File: config.mk
export PLATFORM = sky130hd
export DESIGN_NAME = mem_port_arbiter_flat
export DESIGN_NICKNAME = d
export VERILOG_FILES = /design/src/rtl/mem_port_arbiter_if.sv /design/src/rtl/mem_port_arbiter.sv /design/src/flat_wrapper.sv
export SDC_FILE = /design/constraint.sdc
export NUM_CORES = 1
export LEC_CHECK = 0
export CORE_ASPECT_RATIO = 1.5
export CORE_MARGIN = 1.5
export CORE_UTILIZATION = 35
export CTS_BUF_LIST = sky130_fd_sc_hd__clkbuf_4
export DETAILED_ROUTE_END_ITERATION = 10
export GPL_TIMING_DRIVEN = 0
export PLACE_DENSITY = 0.79
export REMOVE_ABC_BUFFERS = 1
export SLEW_MARGIN = 0
export SYNTH_ARGS = -nofsm -noshare
export SYNTH_HDL_FRONTEND = slang
export SYNTH_SLANG_ARGS = --single-unit
export TNS_END_PERCENT = 100
File: constraint.sdc
create_clock -name clk -period 3.45 [get_ports clk]
set_clock_uncertainty 0.15 [all_clocks]
set_input_delay 0.5175 -clock clk [delete_from_list [all_inputs] [get_ports clk]]
set_output_delay 0.5175 -clock clk [all_outputs]
set_load 0.05 [all_outputs]
File: src/rtl/mem_port_arbiter_if.sv
// -----------------------------------------------------------------------------
// mem_port_arbiter_if
//   Request/response bundle between one memory master and the data-port
//   arbiter. One instance per master.
//
//   Signals:
//     req    master -> arbiter  access request, level, held until granted
//     we     master -> arbiter  1 = write, 0 = read
//     lock   master -> arbiter  keep ownership after this grant
//     addr   master -> arbiter  access address (AW bits)
//     wdata  master -> arbiter  write data (DW bits)
//     gnt    arbiter -> master  access issued this cycle (combinational)
//     rvalid arbiter -> master  read data valid this cycle
//     rdata  arbiter -> master  read data (DW bits)
//
//   Modports: master (requester side), slave (arbiter side).
// -----------------------------------------------------------------------------
interface mem_port_arbiter_if #(
  parameter int AW = 16,
  parameter int DW = 16
);
  logic          req;
  logic          we;
  logic          lock;
  logic [AW-1:0] addr;
  logic [DW-1:0] wdata;
  logic          gnt;
  logic          rvalid;
  logic [DW-1:0] rdata;

  modport master (
    output req, we, lock, addr, wdata,
    input  gnt, rvalid, rdata
  );

  modport slave (
    input  req, we, lock, addr, wdata,
    output gnt, rvalid, rdata
  );
endinterface

File: src/rtl/mem_port_arbiter.sv
// -----------------------------------------------------------------------------
// mem_port_arbiter
//   Two-master arbiter for the memory data port. Master 0 is the processor
//   data path, master 1 a secondary requester (loader / debug / DMA). At most
//   one access is granted per cycle; the winner's addr/we/wdata drive the
//   memory port combinationally, and read data is routed back to the issuing
//   master one cycle later. A granted master may lock the port for up to
//   LOCK_MAX consecutive cycles; a lock that runs out gives the other master
//   strict priority for the following free cycle.
//
//   Optional feature macro: ARB_ROUND_ROBIN_EN
//     defined   : round-robin between the masters when both request in FREE
//     undefined : fixed priority, master 0 wins in FREE
//
//   Parameters: AW address width, DW data width, LOCK_MAX max lock cycles (>=1)
//
//   Ports:
//     clk        clock, rising edge
//     rst        asynchronous reset, active low
//     m0, m1     master request/response bundles (mem_port_arbiter_if.slave)
//     mem_addr   memory address (0 when nothing is granted)
//     mem_we     memory write enable
//     mem_wdata  memory write data (0 when nothing is granted)
//     mem_rdata  memory read data, valid the cycle after the address
// -----------------------------------------------------------------------------
module mem_port_arbiter #(
  parameter int AW       = 16,
  parameter int DW       = 16,
  parameter int LOCK_MAX = 8
) (
  input  logic                  clk,
  input  logic                  rst,
  mem_port_arbiter_if.slave     m0,
  mem_port_arbiter_if.slave     m1,
  output logic [AW-1:0]         mem_addr,
  output logic                  mem_we,
  output logic [DW-1:0]         mem_wdata,
  input  logic [DW-1:0]         mem_rdata
);

  localparam int             CW         = $clog2(LOCK_MAX + 1);
  localparam logic [CW-1:0]  HOLD_LIMIT = CW'(LOCK_MAX);

  typedef enum logic [1:0] {FREE = 2'd0, OWN0 = 2'd1, OWN1 = 2'd2} state_t;

  state_t        state, stateNxt;
  logic [CW-1:0] holdCnt, holdCntNxt;
  // One-cycle priority token handed to the other master after a lock expires.
  logic          prioVld, prioVldNxt;
  logic          prioId, prioIdNxt;

  logic          sel;       // id of the master selected this cycle
  logic          gnt0, gnt1, anyGnt;
  logic          selWe, selLock;

  logic          vld_p1;    // read issued last cycle
  logic          tag_p1;    // which master issued it
  logic [DW-1:0] hold0, hold1;
  logic          rvalid0, rvalid1;

`ifdef ARB_ROUND_ROBIN_EN
  logic          lastGnt, lastGntNxt;
`endif

  // ---------------------------------------------------------------------------
  // State register
  // ---------------------------------------------------------------------------
  always_ff @(posedge clk or negedge rst) begin
    if (!rst) begin
      state   <= FREE;
      holdCnt <= '0;
      prioVld <= 1'b0;
      prioId  <= 1'b0;
    end else begin
      state   <= stateNxt;
      holdCnt <= holdCntNxt;
      prioVld <= prioVldNxt;
      prioId  <= prioIdNxt;
    end
  end

`ifdef ARB_ROUND_ROBIN_EN
  // Reset points at master 1 so master 0 wins the first tie.
  always_ff @(posedge clk or negedge rst) begin
    if (!rst) lastGnt <= 1'b1;
    else      lastGnt <= lastGntNxt;
  end

  always_comb begin
    lastGntNxt = lastGnt;
    if (anyGnt) lastGntNxt = sel;
  end
`endif

  // ---------------------------------------------------------------------------
  // Next-state logic
  // ---------------------------------------------------------------------------
  always_comb begin
    stateNxt   = state;
    holdCntNxt = holdCnt;
    prioVldNxt = 1'b0;
    prioIdNxt  = prioId;
    case (state)
      OWN0, OWN1: begin
        holdCntNxt = holdCnt + CW'(1);
        if (holdCnt == HOLD_LIMIT) begin
          // Forced release: favour the other master for one free cycle.
          stateNxt   = FREE;
          holdCntNxt = '0;
          prioVldNxt = 1'b1;
          prioIdNxt  = (state == OWN0);
        end else if (!((state == OWN1) ? m1.lock : m0.lock)) begin
          stateNxt   = FREE;
          holdCntNxt = '0;
        end
      end
      default: begin
        holdCntNxt = '0;
        if (anyGnt && selLock) begin
          stateNxt   = sel ? OWN1 : OWN0;
          holdCntNxt = CW'(1);
        end
      end
    endcase
  end

  // ---------------------------------------------------------------------------
  // Output logic: selection, grants, memory port mux
  // ---------------------------------------------------------------------------
  always_comb begin
    sel = 1'b0;
    case (state)
      OWN0:    sel = 1'b0;
      OWN1:    sel = 1'b1;
      default: begin
        if (prioVld && (prioId ? m1.req : m0.req)) begin
          sel = prioId;
        end else if (m0.req && m1.req) begin
`ifdef ARB_ROUND_ROBIN_EN
          sel = ~lastGnt;
`else
          sel = 1'b0;
`endif
        end else begin
          sel = !m0.req;
        end
      end
    endcase

    // Grants are forced low while reset is asserted.
    gnt0   = rst && m0.req && !sel;
    gnt1   = rst && m1.req && sel;
    anyGnt = gnt0 || gnt1;

    selWe   = sel ? m1.we   : m0.we;
    selLock = sel ? m1.lock : m0.lock;

    mem_addr  = '0;
    mem_we    = 1'b0;
    mem_wdata = '0;
    if (anyGnt) begin
      mem_addr  = sel ? m1.addr  : m0.addr;
      mem_we    = selWe;
      mem_wdata = sel ? m1.wdata : m0.wdata;
    end
  end

  // ---------------------------------------------------------------------------
  // Read return stage: issue in p0 (grant cycle), data back in p1
  // ---------------------------------------------------------------------------
  always_ff @(posedge clk or negedge rst) begin
    if (!rst) begin
      vld_p1 <= 1'b0;
      tag_p1 <= 1'b0;
      hold0  <= '0;
      hold1  <= '0;
    end else begin
      vld_p1 <= anyGnt && !selWe;
      tag_p1 <= sel;
      if (rvalid0) hold0 <= mem_rdata;
      if (rvalid1) hold1 <= mem_rdata;
    end
  end

  // The tagged master sees mem_rdata directly; the other keeps its last value.
  assign rvalid0 = vld_p1 && !tag_p1;
  assign rvalid1 = vld_p1 && tag_p1;

  assign m0.gnt    = gnt0;
  assign m1.gnt    = gnt1;
  assign m0.rvalid = rvalid0;
  assign m1.rvalid = rvalid1;
  assign m0.rdata  = rvalid0 ? mem_rdata : hold0;
  assign m1.rdata  = rvalid1 ? mem_rdata : hold1;

endmodule

File: src/flat_wrapper.sv
// flat-port wrapper written by rule: the top's interface ports become plain ports
module mem_port_arbiter_flat 
#(
  parameter int AW       = 16,
  parameter int DW       = 16,
  parameter int LOCK_MAX = 8
)
  (clk, rst, mem_addr, mem_we, mem_wdata, mem_rdata, m0_req, m0_we, m0_lock, m0_addr, m0_wdata, m0_gnt, m0_rvalid, m0_rdata, m1_req, m1_we, m1_lock, m1_addr, m1_wdata, m1_gnt, m1_rvalid, m1_rdata);
  mem_port_arbiter_if #(.AW(AW), .DW(DW)) m0_i ();
  mem_port_arbiter_if #(.AW(AW), .DW(DW)) m1_i ();
  input  logic clk;
  input  logic rst;
  output logic [AW-1:0] mem_addr;
  output logic mem_we;
  output logic [DW-1:0] mem_wdata;
  input  logic [DW-1:0] mem_rdata;
  input wire logic [$bits(m0_i.req)-1:0] m0_req;
  input wire logic [$bits(m0_i.we)-1:0] m0_we;
  input wire logic [$bits(m0_i.lock)-1:0] m0_lock;
  input wire logic [$bits(m0_i.addr)-1:0] m0_addr;
  input wire logic [$bits(m0_i.wdata)-1:0] m0_wdata;
  output wire logic [$bits(m0_i.gnt)-1:0] m0_gnt;
  output wire logic [$bits(m0_i.rvalid)-1:0] m0_rvalid;
  output wire logic [$bits(m0_i.rdata)-1:0] m0_rdata;
  input wire logic [$bits(m1_i.req)-1:0] m1_req;
  input wire logic [$bits(m1_i.we)-1:0] m1_we;
  input wire logic [$bits(m1_i.lock)-1:0] m1_lock;
  input wire logic [$bits(m1_i.addr)-1:0] m1_addr;
  input wire logic [$bits(m1_i.wdata)-1:0] m1_wdata;
  output wire logic [$bits(m1_i.gnt)-1:0] m1_gnt;
  output wire logic [$bits(m1_i.rvalid)-1:0] m1_rvalid;
  output wire logic [$bits(m1_i.rdata)-1:0] m1_rdata;
  assign m0_i.req = m0_req;
  assign m0_i.we = m0_we;
  assign m0_i.lock = m0_lock;
  assign m0_i.addr = m0_addr;
  assign m0_i.wdata = m0_wdata;
  assign m0_gnt = m0_i.gnt;
  assign m0_rvalid = m0_i.rvalid;
  assign m0_rdata = m0_i.rdata;
  assign m1_i.req = m1_req;
  assign m1_i.we = m1_we;
  assign m1_i.lock = m1_lock;
  assign m1_i.addr = m1_addr;
  assign m1_i.wdata = m1_wdata;
  assign m1_gnt = m1_i.gnt;
  assign m1_rvalid = m1_i.rvalid;
  assign m1_rdata = m1_i.rdata;
  mem_port_arbiter #(.AW(AW), .DW(DW), .LOCK_MAX(LOCK_MAX)) u_core (.clk(clk), .rst(rst), .m0(m0_i), .m1(m1_i), .mem_addr(mem_addr), .mem_we(mem_we), .mem_wdata(mem_wdata), .mem_rdata(mem_rdata));
endmodule
==> results.toml <==
[run_status]
status = "finished, final reports clean"

[cells_and_area]
antennaDiodeCount = 0
areaGrowthSynthToFinish_pct = 75.9
nNetsFinal = 484
final_core_util_pct = 63.1
drive_gt1_share_pct = 23.7

[yosys]
yosys_warnings = 0
synth-edff-count = 0
yosysTopAreaCellShare_pct = 45.5
syn_avg_cell_area_um2 = 9.66
async_flop_share_pct = 100
synth_flop_cell = "dfrtp_1"
syn_inst = 239
yosys.area.top_type = "dfrtp_1"
ys_types = 36
syn_area_mm2 = 0.00231
ys_ff_latch = 42
seq_area_frac_synth_pct = 45.5
yosys-top-cells-area = "dfrtp_1 46%, mux2_2 16%, nand2_1 11%, a21oi_1 6.9%, buf_2 2.2%"

[power]
ir_drop_mv = 0.447
power_density_mw_per_mm2 = 981
power.total_mw = 3.99
leakagePower_nw = 1.73

[sta]
rsz0062_at_grt = "no"
post-route-min-period_ns = 3.31
hold_violations = 0
relSlewSlack_pct = 40.2
drv_slew = 0
clock.fmax_mhz = 302
setup_tns_ns = 0
setup_viol = 0
tightest_slew_ns = 0.897
period_share_pct = 96.0

[clock_network]
clk_latency_ns = 0.34
clockBufferDepth = 2
h-tree-depth = 2
clockRootBuffer = "clkbuf_4"
cts_tree = "done"
cts-buffers-inserted = 5
clk_pin_slew_ns = 0.11
cts_setup_buffers = 0
cts.sinks = 42

[min_path]
hold_path_class = "flop to flop"

[floorplan]
ios = 157
die_w_um = 69.3
die_y_um = 102
rows = 36
die_area_mm2 = 0.00711
coreArea_mm2 = 0.00644
start_util_pct = 35.9

[detailed_routing]
via_count = 2319
drt_pass1_iterations = 4
wl_met3_um = 551
routed.top_layer = "met4"
ant_nets = 0
avgViaCountPerCell = 4.94
post-route-drc-count = 0
wl_met2_um = 3630
routed_wl_um = 7180
wl_met1_um = 2890
first_iter_violations = 64
post_drt_wl_per_cell_um = 15.3

[grt]
grt_max_degree = 41
grt_pass1_vias = 2375
grt_pass1_wl_um = 11100
overflow = 0
antenna_found_initial = 0
grt_use_total_pct = 19.4

[worst_setup_path]
cp_cell_sequence = "clkdlybuf4s50_1 > nand3_1 > a21o_4 > inv_8 > mux2i_1 > nor2_1 > clkdlybuf4s15_2"
crit_arrival_ns = 2.64
crit_required_ns = 2.78
slowest_delay_ns = 0.56
crit_path_top_delay_cell = "clkdlybuf4s50_1"
r2r_setup_slack_ns = 1.27
start_kind = "input pin"
crit_path_end_kind = "output port"
cp_max_fo = 35
path_class = "input pin to output port"

[place]
portBuffers = 156
hpwlAfterDp_um = 5330
routabilityCongestion = 0.748

[job]
maxCapViolations = 0
[stage by stage]
stage               hold WS [ns]  cells  worst slack [ns]  instance area, um^2
finish                     0.359    469             0.138                 4060
global route               0.376    469            0.0282                 4060
CTS                        0.360    468           -0.0158                 4050
detailed placement         0.229    458            -0.802                 3890
global placement           0.327    457             -1.95                 3880
floorplan                 0.0719    225            0.0776                 2220
[report_power, final]
group          leakage [nW]  switching [mW]  internal (mW)
Clock                0.0554           0.156          0.227
Sequential            0.507          0.0607          0.704
Combinational          1.17            1.89          0.947
Total                  1.73            2.11           1.88
[cells in the final DEF (no fill, tap or decap), types with 2 or more instances in the layout]
cell type        instances
buf_2                   10
and2_1                   3
clkdlybuf4s50_1        120
clkbuf_4                 5
inv_1                    9
nor2_1                   3
mux2_2                  33
clkdlybuf4s15_2         24
bufinv_16                2
o21ai_4                  2
and3_1                   2
nand2_1                 67
mux2i_1                  2
ha_1                     3
a21oi_1                 32
dfrtp_1                 42
nand3_1                  4
[sequential cells by signal, summed over array words and instances, names as in the netlist]
| signal | flops |
|---|---|
| u_core.state | 2 |
| u_core.holdCnt | 4 |
| u_core.hold1 | 16 |
| u_core.tag_p1 | 1 |
| u_core.hold0 | 16 |
| u_core.prioVld | 1 |
| u_core.vld_p1 | 1 |
| u_core.prioId | 1 |
[cell type report]
cell class                 count  area (um^2)
inverter                      10         45.0
clock buffer                   5         37.5
fill                         535         2380
clock inverter                 3         68.8
tap                           76         95.1
multi-input combinational    175         1190
timing repair buffer         158         1570
sequential                    42         1050
[worst max-delay path: cells and delay by family]
kind            cells  cell delay (ns)
simple gates        2             0.37
buf+inv             3             1.10
mux                 1             0.26
compound gates      1             0.39
[kinds of logic (layout without fill, tap and decap cells)]
family | count (synthesis) | count (layout) | synth area share, %
flip-flops | 42 | 42 | 45.5
adder cells (fa/ha/maj) | 4 | 4 | 2.17
buffers and inverters | 24 | 176 | 5.53
AND/OR/NAND/NOR | 91 | 91 | 17.4
multiplexers | 35 | 35 | 17.0
AO/OA/AOI/OAI | 41 | 43 | 11.6
XOR/XNOR | 2 | 2 | 0.759
[synth_stat cells, types with 2 or more instances]
cell     number
a21oi_1      32
and2_1        3
and3_1        2
buf_2        10
buf_4         2
buf_6         2
dfrtp_1      42
ha_1          4
inv_1         9
mux2_2       33
mux2i_1       2
nand2_1      67
nand3_1       4
nor2_1        4
nor3_1        2
[final timing paths]
kind	startpoint	to	depth (start not counted)
worst min register to register	u_core.hold1[3]	u_core.hold1[3]	1
worst max-delay path	m1_req	mem_we	7
max in group asynchronous	rst	u_core.prioId	3
worst min-delay path	u_core.hold1[3]	u_core.hold1[3]	1
worst max register to register	u_core.state[0]	u_core.vld_p1	7
min in group asynchronous	rst	u_core.hold0[15]	2
[timing repair]
action,CTS,global route
resized for setup,123,8
hold endpoints to repair,4,0
hold buffers,1,0
cloned,1,1
pin swaps,1,0
endpoints found under the setup margin,35,35
[per-layer routing]
metal / track usage, % / vias to the layer above
met3: 3.32 / 10
met1: 24.5 / 1069
met2: 34.5 / 130
met5: 0 / -
met4: 5.28 / 0
li1: - / 1110
(Power assumes the default switching activity.)
